==> src/rtl/regfile_arb_pkg.sv <==
// Shared widths and index helpers for the register-file write arbiter.
// Pure declarations: no latency, no flow control.
package regfile_arb_pkg;
   localparam int ADDR_W        = 3;
   localparam int DATA_W        = 32;
   localparam int NUM_PORTS_DEF = 6;
   localparam int NUM_REQ_DEF   = 8;

   function automatic int idx_w(input int n);
      return (n < 2) ? 1 : $clog2(n);
   endfunction

   typedef logic [idx_w(NUM_REQ_DEF)-1:0] req_idx_t;
endpackage

==> src/rtl/regfile_arb_pick.sv <==
// Round-robin pick of up to NUM_PORTS distinct-address writes, packed onto ports in scan order.
// Purely combinational; requesters that are not granted simply see no grant this cycle.
module regfile_arb_pick
   import regfile_arb_pkg::*;
#(
   parameter  int NUM_REQ   = 8,
   parameter  int NUM_PORTS = 6,
   parameter  int ADDR_W_P  = 3,
   localparam int IDX_W     = idx_w(NUM_REQ)
) (
   input  logic [IDX_W-1:0]           rr_ptr,
   input  logic [NUM_REQ-1:0]         req_valid,
   input  logic [NUM_REQ*ADDR_W_P-1:0] req_addr,
   output logic [NUM_REQ-1:0]         grant,
   output logic                       any_grant,
   output logic [IDX_W-1:0]           last_idx,
   output logic [NUM_PORTS-1:0]       port_vld,
   output logic [NUM_PORTS*IDX_W-1:0] port_src
);
   int                        n_grant;
   int                        idx;
   logic [(1<<ADDR_W_P)-1:0]  addr_used;
   logic [ADDR_W_P-1:0]       a;

   always_comb begin
      grant     = '0;
      port_vld  = '0;
      port_src  = '0;
      last_idx  = rr_ptr;
      n_grant   = 0;
      idx       = 0;
      addr_used = '0;
      a         = '0;
      // One pass starting at rr_ptr; an address claimed earlier in the pass blocks later requesters.
      for (int s = 0; s < NUM_REQ; s++) begin
         idx = int'(rr_ptr) + s;
         if (idx >= NUM_REQ) idx = idx - NUM_REQ;
         a = req_addr[idx*ADDR_W_P +: ADDR_W_P];
         if (req_valid[idx] && (n_grant < NUM_PORTS) && !addr_used[a]) begin
            grant[idx]                          = 1'b1;
            addr_used[a]                        = 1'b1;
            port_vld[n_grant]                   = 1'b1;
            port_src[n_grant*IDX_W +: IDX_W]    = IDX_W'(idx);
            last_idx                            = IDX_W'(idx);
            n_grant                             = n_grant + 1;
         end
      end
   end

   assign any_grant = |grant;
endmodule

==> src/rtl/regfile_write_arbiter.sv <==
// Shares register-file write ports among requesters; grant is combinational, port bundle lands 1 edge later.
// Ungranted requesters hold until req_ready; REGFILE_ARB_STATS_EN adds the saturating conflict counter.
module regfile_write_arbiter
   import regfile_arb_pkg::*;
#(
   parameter int NUM_REQ   = NUM_REQ_DEF,
   parameter int NUM_PORTS = NUM_PORTS_DEF,
   parameter int log2regs  = ADDR_W,
   parameter int size      = DATA_W
) (
   input  logic                          CGRA_Clock,
   input  logic                          CGRA_Reset,
   input  logic [NUM_REQ-1:0]            req_valid,
   input  logic [NUM_REQ*log2regs-1:0]   req_addr,
   input  logic [NUM_REQ*size-1:0]       req_data,
   output logic [NUM_REQ-1:0]            req_ready,
   output logic [NUM_PORTS-1:0]          WE,
   output logic [NUM_PORTS*log2regs-1:0] address_in,
   output logic [NUM_PORTS*size-1:0]     in,
   output logic [15:0]                   conflict_cnt
);
   localparam int IDX_W = idx_w(NUM_REQ);

   logic [NUM_REQ-1:0]            grant;
   logic                          any_grant;
   logic [IDX_W-1:0]              last_idx;
   logic [NUM_PORTS-1:0]          port_vld;
   logic [NUM_PORTS*IDX_W-1:0]    port_src;

   logic [IDX_W-1:0]              rr_ptr_d, rr_ptr_q;
   logic [NUM_PORTS-1:0]          we_d, we_q;
   logic [NUM_PORTS*log2regs-1:0] address_in_d, address_in_q;
   logic [NUM_PORTS*size-1:0]     in_d, in_q;
   int                            src;

   regfile_arb_pick #(
      .NUM_REQ   (NUM_REQ),
      .NUM_PORTS (NUM_PORTS),
      .ADDR_W_P  (log2regs)
   ) u_pick (
      .rr_ptr    (rr_ptr_q),
      .req_valid (req_valid),
      .req_addr  (req_addr),
      .grant     (grant),
      .any_grant (any_grant),
      .last_idx  (last_idx),
      .port_vld  (port_vld),
      .port_src  (port_src)
   );

   // Grants in a reset cycle are discarded, so ready must not advertise them.
   assign req_ready = CGRA_Reset ? '0 : grant;

   always_comb begin
      rr_ptr_d     = rr_ptr_q;
      we_d         = port_vld;
      address_in_d = '0;
      in_d         = '0;
      src          = 0;
      if (any_grant)
         rr_ptr_d = (int'(last_idx) == NUM_REQ - 1) ? '0 : last_idx + 1'b1;
      for (int k = 0; k < NUM_PORTS; k++) begin
         if (port_vld[k]) begin
            src = int'(port_src[k*IDX_W +: IDX_W]);
            address_in_d[k*log2regs +: log2regs] = req_addr[src*log2regs +: log2regs];
            in_d[k*size +: size]                 = req_data[src*size +: size];
         end
      end
   end

   always_ff @(posedge CGRA_Clock) begin
      if (CGRA_Reset) begin
         rr_ptr_q     <= '0;
         we_q         <= '0;
         address_in_q <= '0;
         in_q         <= '0;
      end else begin
         rr_ptr_q     <= rr_ptr_d;
         we_q         <= we_d;
         address_in_q <= address_in_d;
         in_q         <= in_d;
      end
   end

   assign WE         = we_q;
   assign address_in = address_in_q;
   assign in         = in_q;

`ifdef REGFILE_ARB_STATS_EN
   logic [15:0] conflict_cnt_d, conflict_cnt_q;

   always_comb begin
      conflict_cnt_d = conflict_cnt_q;
      if ((|(req_valid & ~grant)) && (conflict_cnt_q != 16'hFFFF))
         conflict_cnt_d = conflict_cnt_q + 16'd1;
   end

   always_ff @(posedge CGRA_Clock) begin
      if (CGRA_Reset) conflict_cnt_q <= '0;
      else            conflict_cnt_q <= conflict_cnt_d;
   end

   assign conflict_cnt = conflict_cnt_q;
`else
   assign conflict_cnt = '0;
`endif
endmodule

==> config.mk <==
export PLATFORM = sky130hd
export DESIGN_NAME = regfile_write_arbiter
export DESIGN_NICKNAME = d
export VERILOG_FILES = /design/src/rtl/regfile_arb_pkg.sv /design/src/rtl/regfile_arb_pick.sv /design/src/rtl/regfile_write_arbiter.sv
export SDC_FILE = /design/constraint.sdc
export NUM_CORES = 2
export LEC_CHECK = 0
export ABC_CLOCK_PERIOD_IN_PS = 21800
export CORE_MARGIN = 2
export CORE_UTILIZATION = 55
export DETAILED_ROUTE_END_ITERATION = 8
export DONT_BUFFER_PORTS = 1
export HOLD_SLACK_MARGIN = 0.03
export PLACE_DENSITY = 0.82
export SLEW_MARGIN = 15
export SYNTH_ARGS = -nofsm -noshare
export SYNTH_HDL_FRONTEND = slang
export SYNTH_SLANG_ARGS = --single-unit
==> constraint.sdc <==
create_clock -name CGRA_Clock -period 21.8 [get_ports CGRA_Clock]
set_input_delay 4.36 -clock CGRA_Clock [delete_from_list [all_inputs] [get_ports CGRA_Clock]]
set_output_delay 4.36 -clock CGRA_Clock [all_outputs]
set_load 0.1 [all_outputs]
==> Flow_metrics.wiki <==
{| class="wikitable"
! Metric !! Value
|-
| Clock Skews || between 0.01 and 0.015 ns
|-
| Count of buffers from port buffering || 0
|-
| Achievable Freq || 0.0474 GHz
|-
| Slack of the worst reg-to-reg path || roughly 2.4 ns
|-
| Async S/R FF share, synth || 0
|-
| Worst min-delay path class || register to register
|-
| Die Y-Extent || roughly 250 um
|-
| Final Max Tran Viols || 0
|-
| Area of the die || 62900 um^2
|-
| Synth Cell Area || 33500 um^2
|-
| Share of the synthesized area in the top cell type || 0.262
|-
| H-Tree Depth || 1
|-
| Final Net Count || 4251
|-
| Total DRC errors in the routed layout || 0
|-
| Hold violation total from the final report || 0
|-
| Area of the core || 60200 um^2
|-
| Later-pin clock latency in the skew report || 0.61 ns
|-
| Cell area after layout || 34800 um^2
|-
| Transition time at the pin with the least slew margin || 1.22 ns
|-
| Stages on worst setup path || 53
|-
| Unrepaired setup endpoints after global routing || no
|-
| Final Wtd Congestion || about 1.1
|-
| Routed Wire Length || ~150000 um
|-
| Worst slack after detailed placement || 1.17 ns
|-
| Global-route wire length before repair || 220000 um
|-
| Syn. warnings || 0
|-
| Final routed wire length divided by cell count || 32.5 um
|-
| Final-layout fill cell count || between 5000 and 6000
|-
| Final critical-path share of the clock period || 0.968
|-
| Most numerous cell on the critical path || ha_1
|-
| Initial antenna violation count || 7
|-
| Resize count post-CTS || 0
|-
| Result of the run || completed
|-
| Worst setup EP type || output pin
|-
| Gate Count Post-Synth || 4031
|-
| Post-synthesis area per instance || roughly 8.3 um^2
|-
| Worst setup path startpoint || req_addr[4]
|-
| Reg-to-reg critical path startpoint || rr_ptr_q[1]
|-
| # clock sinks || 219
|-
| Max-cap viol count || 0
|-
| Critical path fanouts, max || 15
|-
| Number of cells on the worst reg-to-reg path || 69
|-
| Most used flip-flop cell after synthesis || dfxtp_1
|-
| Critical Setup Path Class || input pin to output pin
|-
| Half-perimeter wire length after detailed placement || ~110000 um
|-
| Total gr overflow || 0
|-
| Horizontal die dimension || 251 um
|-
| Termination of the worst setup path || req_ready[4]
|-
| Number of buffers on the longest clock path || 3
|-
| Antenna Nets Post-Route || 0
|-
| Placement row count || 90
|-
| Count of non-filler cells in the finished layout || about 4600
|-
| CTS tree || done
|-
| Delay of the slowest critical-path stage || 0.59 ns
|-
| Register bit total from synthesis || 219
|-
| Crit Reg-Reg Endpoint || in[176]
|-
| Worst Path Required || 17.44 ns
|-
| CTS Root Cell || clkbuf_16
|-
| Sequential fraction of the synthesis area || 0.131
|-
| Tmin final || 21.10 ns
|-
| Crit path buffers/inverters || 6
|-
| Clock transition at the register clock pins on the worst setup and hold paths after CTS || 0.06 ns
|-
| Number of enable flip-flop cells after synthesis || 0
|-
| Global-route total usage across every layer || 0.452
|-
| Number of buffers inserted during clock tree synthesis || 27
|-
| Final core utilization || 0.578
|-
| Finish-stage setup viols || 0
|-
| Cell Count Post-Placement || ~4600
|-
| Total via count in the routed design || ~36000
|-
| Cell accounting for the most synthesized area || mux2i_1
|-
| Element type at the critical path start || input pin
|-
| Distinct cell type count after synthesis || 121
|-
| Worst-path cell with the longest stage delay || o211a_2
|-
| Post-route setup slack || 0.703 ns
|-
| Area after DPL || 33800 um^2
|-
| Post-DR vias/cell || 7.83
|-
| Relative slew slack || 0.167
|-
| Number of DRC violations after detailed-routing iteration 0 || 5758
|-
| Cell type group with the largest total delay on the critical path || compound AO/OA/AOI/OAI gates
|-
| Vias in the first global route || 34100
|-
| CTS Hold Bufs || 0
|-
| Pre-antenna DRT Iters || 9
|-
| Layout-stage area growth over the synthesis result || 3.92%
|-
| Number of placed I/O pins || 530
|-
| Pin count of the biggest net entering global routing || 102
|-
| Starting Density || 0.556
|-
| Fraction of final layout cells sized beyond drive strength 1 || 0.119
|-
| Post-CTS setup buffers || 0
|-
| Arrival time worst endpoint || 16.74 ns
|-
| Leading post-synthesis cells by cell area || mux2i_1, dfxtp_1, mux2_2
|}
-- layout by cell type, fill, tap and decap left out, types with 89 or more instances in the layout --
cell type	instances
nand3_1	105
nand2_1	278
a22oi_1	120
ha_1	132
and3_1	104
dfxtp_1	218
inv_1	89
o22ai_1	164
nor2_1	175
mux2i_1	872
mux2_2	147
a21oi_1	174
o21ai_0	100
-- state kept, by name, indices dropped and copies added, names as in the netlist --
| register | count |
|---|---|
| address_in | 18 |
| WE | 6 |
| rr_ptr_q | 3 |
| in | 192 |
-- through the flow --
step,setup TNS [ns],hold slack (ns)
after floorplan,-1.47,0.936
after global placement,0,0.626
after detailed placement,0,0.638
after CTS,0,0.648
after global routing,0,0.691
final,0,0.659
-- cell usage after synthesis (10+ instances only) --
cell type  count
o211ai_1      23
inv_2         10
o21a_1        11
clkbuf_1     172
nand3_1      106
a31oi_1       29
mux2_1        15
ha_1         133
a2111oi_0     44
o21ai_0      100
nor2_1       180
and3_1       104
mux2_2       149
a221o_1       35
and2_1        32
o21ai_1       22
nor3_1        80
xor2_1        23
nand4_1       33
a211o_1       13
a211oi_1      27
buf_6         23
a21oi_1      175
o31ai_1       15
mux4_2        62
buf_4         43
a32oi_1       13
nand2_1      283
buf_2         85
or3_1         17
buf_1         15
dfxtp_1      219
xnor2_1       47
nor2b_1       23
inv_1         89
or2_2         15
a21o_1        23
a22oi_1      120
mux2i_1      875
o22ai_1      164
nand2b_1      20
o2111ai_1     12
nand3b_1      10
nor4_1        39
or2_1         75
-- routing by layer --
| metal | vias to the layer above | track usage | wire [um] |
|---|---|---|---|
| met5 | - | 0 | 56 |
| met4 | 10 | 0.291 | 12000 |
| met3 | 886 | 0.177 | 23200 |
| met2 | 3374 | 0.655 | 61100 |
| met1 | 16900 | 0.555 | 54000 |
| li1 | 15000 | - | - |
-- cell families (layout without fill, tap and decap cells) --
group,after synthesis,in the layout,synth area share
adder cells (fa/ha/maj),142,142,0.0551
other,2,31,0.000224
buffers and inverters,448,232,0.0657
AO/OA/AOI/OAI,972,972,0.205
multiplexers,1103,1103,0.359
XOR/XNOR,72,72,0.0195
AND/OR/NAND/NOR,1073,1073,0.164
flip-flops,219,219,0.131
-- worst min path at each step --
stage | start | slack (ns) | end | depth (start not counted)
after CTS | rr_ptr_q[0] | 0.65 | rr_ptr_q[0] | 2
after floorplan | rr_ptr_q[2] | 0.94 | rr_ptr_q[2] | 4
final | rr_ptr_q[0] | 0.66 | rr_ptr_q[0] | 2
after global placement | rr_ptr_q[0] | 0.63 | rr_ptr_q[0] | 2
after global routing | rr_ptr_q[0] | 0.69 | rr_ptr_q[0] | 2
after detailed placement | rr_ptr_q[0] | 0.64 | rr_ptr_q[0] | 2
-- worst min-delay path, delay by kind of cell (launching register included) --
kind	cells	cell delay, ns
AOI/OAI and AO/OA	1	0.05
DFF	1	0.47
and+or+nand+nor	1	0.11
-- final cells by class --
class	count	area, um^2	share of cell area
multi-input cells	3389	27300	0.784
flip-flops and latches	219	4390	0.126
well taps	782	978	0.0281
clock buffers	37	783	0.0225
repair buffers	79	781	0.0224
inverters	103	387	0.0111
clock inverters	13	171	0.00493
diodes	4	10.0	0.000288
Power is not shown: default switching activity piles up to over one toggle a cycle in this logic, so the estimate is an artifact.
